### config.mk
export PLATFORM = sky130hd
export DESIGN_NAME = multi_chan_sync_fifo
export DESIGN_NICKNAME = d
export VERILOG_FILES = /design/src/rtl/mc_fifo_pkg.sv /design/src/rtl/mc_fifo_chan_ctrl.sv /design/src/rtl/multi_chan_sync_fifo.sv
export SDC_FILE = /design/constraint.sdc
export NUM_CORES = 1
export LEC_CHECK = 0
export CORE_UTILIZATION = 55
export CTS_CLUSTER_DIAMETER = 120
export DETAILED_ROUTE_END_ITERATION = 12
export PLACE_DENSITY = 0.74
export SLEW_MARGIN = 10
export SYNTH_ARGS = -nofsm -noshare
export SYNTH_HDL_FRONTEND = slang
export SYNTH_HIERARCHICAL = 1
export SYNTH_SLANG_ARGS = --single-unit
export TNS_END_PERCENT = 30
### constraint.sdc
create_clock -name wclk -period 2.15 [get_ports wclk]
set_clock_uncertainty 0.1 [all_clocks]
set_input_delay 0.3225 -clock wclk [delete_from_list [all_inputs] [get_ports wclk]]
set_output_delay 0.3225 -clock wclk [all_outputs]
set_load 0.02 [all_outputs]
### src/rtl/mc_fifo_pkg.sv
// Shared constants, width helpers and error classification for the multi-channel FIFO.
// Used by multi_chan_sync_fifo, mc_fifo_chan_ctrl and the bench scoreboard.
package mc_fifo_pkg;

  localparam int DEF_DATA_WIDTH = 8;
  localparam int DEF_DEPTH      = 8;
  localparam int DEF_NUM_CH     = 4;
  localparam int DEF_AF_LEVEL   = 6;
  localparam int DEF_AE_LEVEL   = 1;

  // Pointer width carries one extra wrap bit so full and empty stay distinguishable.
  function automatic int ptr_w(input int depth);
    return $clog2(depth) + 1;
  endfunction

  function automatic int ch_w(input int num_ch);
    return (num_ch > 1) ? $clog2(num_ch) : 1;
  endfunction

  typedef enum logic [1:0] {
    ERR_NONE,
    ERR_OVF,
    ERR_UNF
  } fifo_err_e;

endpackage

### src/rtl/mc_fifo_chan_ctrl.sv
// Per-channel bookkeeping: wrap-bit pointers, registered level flags and sticky errors.
// All flags are computed from next-state pointers so they line up with the pointer update.
module mc_fifo_chan_ctrl
  import mc_fifo_pkg::*;
#(
  parameter int DEPTH    = DEF_DEPTH,
  parameter int AF_LEVEL = DEF_AF_LEVEL,
  parameter int AE_LEVEL = DEF_AE_LEVEL
) (
  input  logic                     clk_i,
  input  logic                     rst_ni,
  input  logic                     wr_req_i,
  input  logic                     rd_req_i,
  input  logic                     flag_clr_i,
  output logic                     wr_ok_o,
  output logic                     rd_ok_o,
  output logic [ptr_w(DEPTH)-2:0]  waddr_o,
  output logic [ptr_w(DEPTH)-2:0]  raddr_o,
  output logic                     full_o,
  output logic                     empty_o,
  output logic                     afull_o,
  output logic                     aempty_o,
  output logic                     ovf_o,
  output logic                     unf_o
);

  localparam int PW = ptr_w(DEPTH);
  localparam int AW = PW - 1;
  localparam logic [PW-1:0] AF_CNT = PW'(AF_LEVEL);
  localparam logic [PW-1:0] AE_CNT = PW'(AE_LEVEL);

  logic [PW-1:0] wptr_q, wptr_d, rptr_q, rptr_d, count_d;
  logic          full_q, empty_q, afull_q, aempty_q, ovf_q, unf_q;

  assign wr_ok_o = wr_req_i && !full_q;
  assign rd_ok_o = rd_req_i && !empty_q;

  always_comb begin
    wptr_d  = wptr_q + PW'(wr_ok_o);
    rptr_d  = rptr_q + PW'(rd_ok_o);
    count_d = wptr_d - rptr_d;
  end

  always_ff @(posedge clk_i or negedge rst_ni) begin
    if (!rst_ni) begin
      wptr_q   <= '0;
      rptr_q   <= '0;
      full_q   <= 1'b0;
      empty_q  <= 1'b1;
      afull_q  <= 1'b0;
      aempty_q <= 1'b1;
      ovf_q    <= 1'b0;
      unf_q    <= 1'b0;
    end else begin
      wptr_q   <= wptr_d;
      rptr_q   <= rptr_d;
      full_q   <= (wptr_d[AW-1:0] == rptr_d[AW-1:0]) && (wptr_d[AW] != rptr_d[AW]);
      empty_q  <= (wptr_d == rptr_d);
      afull_q  <= (count_d >= AF_CNT);
      aempty_q <= (count_d <= AE_CNT);
      // A fresh error in the same cycle outranks the clear.
      if (wr_req_i && full_q)      ovf_q <= 1'b1;
      else if (flag_clr_i)         ovf_q <= 1'b0;
      if (rd_req_i && empty_q)     unf_q <= 1'b1;
      else if (flag_clr_i)         unf_q <= 1'b0;
    end
  end

  assign waddr_o  = wptr_q[AW-1:0];
  assign raddr_o  = rptr_q[AW-1:0];
  assign full_o   = full_q;
  assign empty_o  = empty_q;
  assign afull_o  = afull_q;
  assign aempty_o = aempty_q;
  assign ovf_o    = ovf_q;
  assign unf_o    = unf_q;

endmodule

### src/rtl/multi_chan_sync_fifo.sv
// Multi-channel single-clock FIFO: NUM_CH circular queues share one storage array.
// Define FIFO_FWFT_EN for first-word-fall-through reads; otherwise the read port is registered.
module multi_chan_sync_fifo
  import mc_fifo_pkg::*;
#(
  parameter int DATA_WIDTH = DEF_DATA_WIDTH,
  parameter int DEPTH      = DEF_DEPTH,
  parameter int NUM_CH     = DEF_NUM_CH,
  parameter int AF_LEVEL   = DEF_AF_LEVEL,
  parameter int AE_LEVEL   = DEF_AE_LEVEL,
  localparam int CH_W      = ch_w(NUM_CH)
) (
  input  logic                  wclk,
  input  logic                  wrst_n,
  input  logic                  w_en,
  input  logic [CH_W-1:0]       w_ch,
  input  logic [DATA_WIDTH-1:0] data_in,
  input  logic                  r_en,
  input  logic [CH_W-1:0]       r_ch,
  output logic [DATA_WIDTH-1:0] data_out,
  output logic                  rd_valid,
  output logic [NUM_CH-1:0]     full,
  output logic [NUM_CH-1:0]     empty,
  output logic [NUM_CH-1:0]     almost_full,
  output logic [NUM_CH-1:0]     almost_empty,
  output logic [NUM_CH-1:0]     overflow,
  output logic [NUM_CH-1:0]     underflow,
  input  logic                  flag_clr
);

  localparam int AW     = ptr_w(DEPTH) - 1;
  localparam int MEM_AW = CH_W + AW;

  logic [NUM_CH-1:0]     w_hit, r_hit, wr_ok, rd_ok;
  logic [AW-1:0]         waddr [NUM_CH];
  logic [AW-1:0]         raddr [NUM_CH];
  logic [AW-1:0]         waddr_sel, raddr_sel;
  logic [DATA_WIDTH-1:0] mem_q [1<<MEM_AW];

  for (genvar c = 0; c < NUM_CH; c++) begin : g_ch
    assign w_hit[c] = (w_ch == CH_W'(c));
    assign r_hit[c] = (r_ch == CH_W'(c));

    mc_fifo_chan_ctrl #(
      .DEPTH    (DEPTH),
      .AF_LEVEL (AF_LEVEL),
      .AE_LEVEL (AE_LEVEL)
    ) u_ctrl (
      .clk_i      (wclk),
      .rst_ni     (wrst_n),
      .wr_req_i   (w_en && w_hit[c]),
      .rd_req_i   (r_en && r_hit[c]),
      .flag_clr_i (flag_clr),
      .wr_ok_o    (wr_ok[c]),
      .rd_ok_o    (rd_ok[c]),
      .waddr_o    (waddr[c]),
      .raddr_o    (raddr[c]),
      .full_o     (full[c]),
      .empty_o    (empty[c]),
      .afull_o    (almost_full[c]),
      .aempty_o   (almost_empty[c]),
      .ovf_o      (overflow[c]),
      .unf_o      (underflow[c])
    );
  end

  always_comb begin
    waddr_sel = '0;
    raddr_sel = '0;
    for (int c = 0; c < NUM_CH; c++) begin
      if (w_hit[c]) waddr_sel = waddr[c];
      if (r_hit[c]) raddr_sel = raddr[c];
    end
  end

  // Storage is deliberately not reset; the pointers define what is valid.
  always_ff @(posedge wclk) begin
    if (|wr_ok) mem_q[{w_ch, waddr_sel}] <= data_in;
  end

`ifdef FIFO_FWFT_EN
  assign data_out = mem_q[{r_ch, raddr_sel}];
  assign rd_valid = |(r_hit & ~empty);
`else
  logic [DATA_WIDTH-1:0] data_out_q;
  logic                  rd_valid_q;

  always_ff @(posedge wclk or negedge wrst_n) begin
    if (!wrst_n) begin
      data_out_q <= '0;
      rd_valid_q <= 1'b0;
    end else begin
      rd_valid_q <= |rd_ok;
      if (|rd_ok) data_out_q <= mem_q[{r_ch, raddr_sel}];
    end
  end

  assign data_out = data_out_q;
  assign rd_valid = rd_valid_q;
`endif

endmodule

==> impl_metrics.ini, run 1 <==
[detailed_routing]
wire_per_inst_um = 22.76
dr.pass1.iters = 4
detail-route-antenna-nets = 0
drc = 0
dr_total_vias = 7889
vias_per_cell = 5.717
drt_wl_total_mm = 31.40
drt_iter0_drc = 660

[clock_network]
cts_tree = yes
clock_latency_ns = 0.51
root_buffer = clkbuf_16
cts_buffers = 34
cts.sinks = 321
clk_pin_slew_ns = 0.06
clockBufferDepth = 3
cts_max_level = 2

[place]
dp_hpwl_mm = 20.15
io_buffers = 49
place.gp.congestion = 0.8592
place_worst_setup_slack_ns = -1.002

[job]
maxCapViolations = 0

[timing]
finalCritPeriodShare = 1.168
whs_ns = 0.2029
worstMarginPinSlew_ns = 0.5118
relSlewSlack = 0.6584
finalMaxSlewViolations = 0
min_period_ns = 2.511
worst_slack_ns = -0.3608
setup_viol = 76
clock.fmax_ghz = 0.3983
tns_ns = -8.984
finalHoldViolCount = 0
rsz0062_at_grt = true

[synth]
synthCells = 854
yosys_register_bits = 321
synth-edff-count = 256
synth-main-ff-cell = edfxtp_1
syn_nets = 899
ys_warn_count = 6
ys_seq_area_frac = 0.6797
synth.avg_cell_area_um2 = 16.06
synth_area_um2 = 13720
yosys.cell_types.count = 47
synthArstFlopShare = 0.2025

[critical_path]
cp-startpoint = g_ch[0].u_ctrl/rptr_q[0]
cp.arrival_ns = 2.81
cp_max_fo = 19
r2r_slack_ns = -0.36
critical_path_class = register to register
required_ns = 2.45
r2r_start = g_ch[0].u_ctrl/rptr_q[0]
reg2reg_depth = 8
start_kind = register
critPathCaptureType = register

[die]
start_util = 0.5624
coreArea_um2 = 24390
die_x_um = 159.9
fp.dieArea_um2 = 25580
ios = 50
num_rows = 57
fp.dieH_um = 159.9

[global_routing]
gr-usage-all-layers = 0.2478
grt_max_degree = 34
antenna_found_initial = 0
grt.met1_usage = 0.3336
grt_pass1_wl_mm = 47.13
busiest_layer = met2
first_global_vias = 8112
use_met2 = 0.4097
grt_overflow = 0
grt_use_met3 = 0.03896

[power_and_ir_drop]
leakage_nw = 6.650
max-vdd-ir-drop_mv = 1.121
power_density_nw_per_um2 = 1384
p_total_mw = 24.27

[final_layout]
fin_nets = 1076
fillers = 1481
layout_commonest_cell = edfxtp_1
final_cell_mix = edfxtp_1 (256), buf_4 (126), mux2i_1 (96)
antennaDiodeCount = 0
layout-drive-gt1-share = 0.3788
fin_util = 0.7190
areaGrowthSynthToFinish_pct = 27.86

[outcome]
violations = negative setup slack
status = complete, but fails checks

[hold_path]
worstHoldPathType = primary input to async pin
-- through the flow --
stage	std cells	cell area, µm²
2_1_floorplan	854	14010
3_3_place_gp	1299	15520
3_5_place_dp	1299	15520
4_1_cts	1365	17010
5_1_grt	1380	17540
6_report	1380	17540
-- path summary, 6_finish.rpt --
| kind | to |
|---|---|
| max in group asynchronous | data_out[0] |
| min in group wclk | g_ch[3].u_ctrl/unf_o |
| hold reg to reg | data_out[0] |
| hold / removal | g_ch[0].u_ctrl/afull_o |
| setup reg to reg | data_out[5] |
| setup / recovery | data_out[5] |
-- sequential cells by signal, summed over array words and instances, names as in the netlist --
signal,flops
mem_q,256
g_ch.u_ctrl/rptr_q,16
g_ch.u_ctrl/wptr_q,16
data_out,8
g_ch.u_ctrl/aempty_o,4
g_ch.u_ctrl/afull_o,4
g_ch.u_ctrl/empty_o,4
g_ch.u_ctrl/full_o,4
g_ch.u_ctrl/ovf_o,4
g_ch.u_ctrl/unf_o,4
rd_valid,1
-- report_power, final --
group	internal, mW	switching (mW)
logic	5.30	5.32
clock network	3.45	2.32
registers	7.46	0.422
total	16.2	8.06
-- synthesized netlist by cell type (7+ instances only) --
library cell	count	area share
a21oi_1	8	0.0029
inv_1	33	0.0090
xor2_1	20	0.013
nand2b_1	8	0.0036
o21ai_1	16	0.0058
dfrtp_1	57	0.10
nor2_1	48	0.013
a221oi_1	16	0.010
buf_2	9	0.0033
edfxtp_1	256	0.56
dfstp_2	8	0.015
buf_4	29	0.016
a211o_1	8	0.0051
nand2_1	31	0.0085
o22a_1	8	0.0051
mux2i_1	99	0.072
nand3_1	21	0.0077
buf_6	7	0.0057
o221ai_1	8	0.0051
o21ai_0	8	0.0029
mux2_2	17	0.014
clkbuf_1	9	0.0025
xnor2_1	8	0.0051
xnor2_2	8	0.0095
ha_1	28	0.026
o22ai_1	8	0.0036
nor2b_1	11	0.0050
mux4_2	20	0.033
-- what timing repair did --
action                                  in CTS  in global routing
hold buffers                                 1                  0
endpoints found under the setup margin     281                184
setup buffers                                2                 15
endpoints found under the hold margin       17                  0
pin swaps                                    4                 29
cloned                                       2                  0
gates resized for setup                     76                 82
-- layer usage --
metal  wire (µm)  up-vias  share of wire
li1            -     3539              -
met3        1724       65          0.055
met5           0        -              0
met2       15540      279           0.49
met1       13100     4006           0.42
met4        1037        0          0.033
-- final cells by class --
class                      count  area, µm²  area share
multi-input combinational    438       4691      0.2675
timing repair buffer         199       1869      0.1066
tap                          324      405.4     0.02311
clock buffer                  47      983.4     0.05607
inverter                      37      138.9    0.007919
clock inverter                14      122.6    0.006992
sequential                   321       9328      0.5319
-- kinds of logic (layout without fill, tap and decap cells) --
logic type | count (synthesis) | after routing | synth area share
fa+ha+maj | 32 | 32 | 0.02882
simple gates | 136 | 136 | 0.04780
xor+xnor | 40 | 40 | 0.03211
mux | 138 | 138 | 0.1226
flops | 321 | 321 | 0.6797
buf+inv | 95 | 297 | 0.04114
compound gates | 92 | 92 | 0.04780
-- critical path, cell delays in order, from the launching register on --
cell	delay, ns
dfrtp_1	0.42
mux4_4	0.68
buf_16	0.22
buf_12	0.17
mux2_2	0.29
o22ai_2	0.11
a211o_1	0.12
nand3_1	0.09
o22a_1	0.18
No activity file was read; power rests on OpenSTA's default activity.
==> run 2: changes to the inputs <==
--- a/config.mk
+++ b/config.mk
@@ -5,6 +5,7 @@
 export SDC_FILE = /design/constraint.sdc
 export NUM_CORES = 1
 export LEC_CHECK = 0
+export ABC_AREA = 0
 export CORE_UTILIZATION = 55
 export CTS_CLUSTER_DIAMETER = 120
 export DETAILED_ROUTE_END_ITERATION = 12
==> constraint.sdc (replaced) <==
create_clock -name wclk -period 2.15 [get_ports wclk]
set_clock_uncertainty 0.1 [all_clocks]
set_input_delay 0.3225 -clock wclk [delete_from_list [all_inputs] [get_ports wclk]]
set_output_delay 0.3225 -clock wclk [all_outputs]
set_load 0.05 [all_outputs]
==> run 2 against run 1 <==
  * The run still ends with negative setup slack left
  * Design area grew 0.18%
  * Global-route usage grew 1.3 points
  * Non-clock buffer count grew 11
  * Critical path depth grew 1
  * Sequential share of layout area shrank 0.12 points
  * Worst hold slack gained 0.078 ns
  * Highest routed layer unchanged
==> impl_metrics.ini, run 2 (synthesized netlist as in run 1, its figures left out) <==
[power_and_ir_drop]
p_sw_frac = 0.3498
power.share.combinational = 0.456
p_int_mw = 15.85
seqPwrFrac = 0.324
power_switching_mw = 8.528
power_density_nw_per_um2 = 1388
clockPowerShare = 0.219
leakage_nw = 6.665
max-vdd-ir-drop_mv = 1.091

[final_layout]
areaGrowthSynthToFinish_pct = 28.09
final_cell_mix = edfxtp_1 (256), buf_4 (139), mux2i_1 (90)
largest_register = mem_q
layout-drive-gt1-share = 0.3825
design_area_um2 = 17570
fillers = 1529
reg_top3 = mem_q x256, g_ch.u_ctrl/rptr_q x16, g_ch.u_ctrl/wptr_q x16
ff_latch_area_um2 = 9324
fin_nets = 1087
antennaDiodeCount = 0
largest_reg_flops = 256
multi_input_area_um2 = 4747
layout_commonest_cell = edfxtp_1

[timing]
clock.fmax_ghz = 0.4001
relSlewSlack = 0.5354
worstMarginPinSlew_ns = 0.6905
finalHoldViolCount = 0
worst_slack_ns = -0.3494
min_period_ns = 2.499
rsz0062_at_grt = true
finalMaxSlewViolations = 0
finalCritPeriodShare = 1.163
setup_viol = 105

[die]
num_rows = 57
fp.dieArea_um2 = 25580
ios = 50
fp.dieH_um = 159.9
die_x_um = 159.9
start_util = 0.5624
coreArea_um2 = 24390

[critical_path]
max_stage_delay_ns = 0.68
path_cells = mux4_4 > buf_12 > buf_12 > buf_4 > mux2i_1 > mux2i_1 > o21ai_2 > nand3_1 > o22a_1
cp_max_fo = 7
r2r_start = g_ch[0].u_ctrl/rptr_q[0]
start_kind = register
cp.arrival_ns = 2.79
r2r_slack_ns = -0.35
r2r_end = data_out[4]
critPathCaptureType = register
critical_path.slowest_cell = mux4_4
required_ns = 2.45
critical_path_class = register to register
reg2reg_depth = 9

[detailed_routing]
drt_iter0_drc = 648
dr.pass1.iters = 5
wire_per_inst_um = 23.52
dr_total_vias = 8055
drc = 0
detail-route-antenna-nets = 0
vias_per_cell = 5.803
drt_wl_total_mm = 32.65

[global_routing]
grt_overflow = 0
grt_max_degree = 66
grt_pass1_wl_mm = 49.44
first_global_vias = 8392
gr-usage-all-layers = 0.2604
antenna_found_initial = 0

[clock_network]
cts.sinks = 321
clockBufferDepth = 3
root_buffer = clkbuf_16
clock_latency_ns = 0.51
clk_pin_slew_ns = 0.06
cts_max_level = 2
cts_tree = yes
cts_buffers = 34

[place]
placed_area_um2 = 15530
place_worst_setup_slack_ns = -0.9929
dp_hpwl_mm = 20.61
place.gp.congestion = 0.8791
io_buffers = 49

[job]
maxCapViolations = 0

[hold_path]
worstHoldPathType = primary input to async pin

[outcome]
violations = negative setup slack
status = complete, but fails checks
-- run 2: cell types whose count changed in the layout (fill, tap and decap cells not counted), moves of 4 or more --
cell,change
buf_4,+13
clkdlybuf4s50_1,-13
dlygate4sd2_1,+11
ha_1,+6
ha_4,-6
mux2i_1,-6
nor2_2,-6
nor2_4,+6
clkinv_1,+4
mux2i_2,+4
-- run 2: timing repair --
| item | CTS | global route |
|---|---|---|
| cloned | 3 | 1 |
| pin swaps | 22 | 27 |
| endpoints found under the hold margin | 57 | 0 |
| hold buffers | 1 | 0 |
| setup endpoints to repair | 291 | 169 |
| resized for setup | 128 | 50 |
| setup buffers | 17 | 10 |
-- run 2: worst max path at each step --
stage	endpoint	slack, ns	start
6_report	data_out[4]	-0.35	g_ch[0].u_ctrl/rptr_q[0]
3_5_place_dp	mem_q[27][3]	-0.99	w_ch[1]
5_1_grt	data_out[4]	-0.41	g_ch[0].u_ctrl/rptr_q[0]
4_1_cts	data_out[5]	-0.31	g_ch[0].u_ctrl/rptr_q[0]
2_1_floorplan	g_ch[0].u_ctrl/aempty_o	-0.24	r_ch[1]
3_3_place_gp	data_out[4]	-0.92	r_ch[0]
-- run 2: metrics by stage --
step	util	cells	hold slack (ns)	power, mW	setup TNS [ns]
finish	0.7203	1388	0.2805	24.38	-11.50
global route	0.7203	1388	0.3028	25.40	-18.95
CTS	0.7065	1378	0.2853	23.82	-11.62
detailed placement	0.6368	1299	0.2707	17.49	-246.84
global placement	0.6368	1299	0.2679	17.34	-232.60
floorplan	-	854	-0.07309	14.34	-4.816
-- run 2: worst max-delay path: cells and delay by family (launching register included) --
kind            cells  cell delay [ns]
compound gates      2             0.37
buf+inv             3             0.47
simple gates        1             0.11
mux                 3             0.93
flops               1             0.40
-- run 2: routing by layer --
layer | vias up | part of all wire | global-route usage
li1 | 3565 | - | -
met1 | 4053 | 0.40 | 0.3489
met2 | 361 | 0.49 | 0.4241
met3 | 76 | 0.071 | 0.04442
met4 | 0 | 0.038 | 0.1108
met5 | - | 0 | 0
-- run 2: layout make-up --
class | count | share of cell area
flip-flops and latches | 321 | 0.5307
inverters | 37 | 0.007905
multi-input cells | 438 | 0.2702
clock inverters | 13 | 0.004843
well taps | 324 | 0.02307
repair buffers | 210 | 0.1113
clock buffers | 45 | 0.05199
-- run 2: power by group through the flow --
stage	Sequential (mW)	Combinational [mW]	Clock, mW
after floorplan	8.61	5.73	0
after global placement	7.99	9.35	0
after detailed placement	8.00	9.49	0
after CTS	7.89	10.5	5.40
after global routing	7.96	11.8	5.65
final	7.91	11.1	5.35
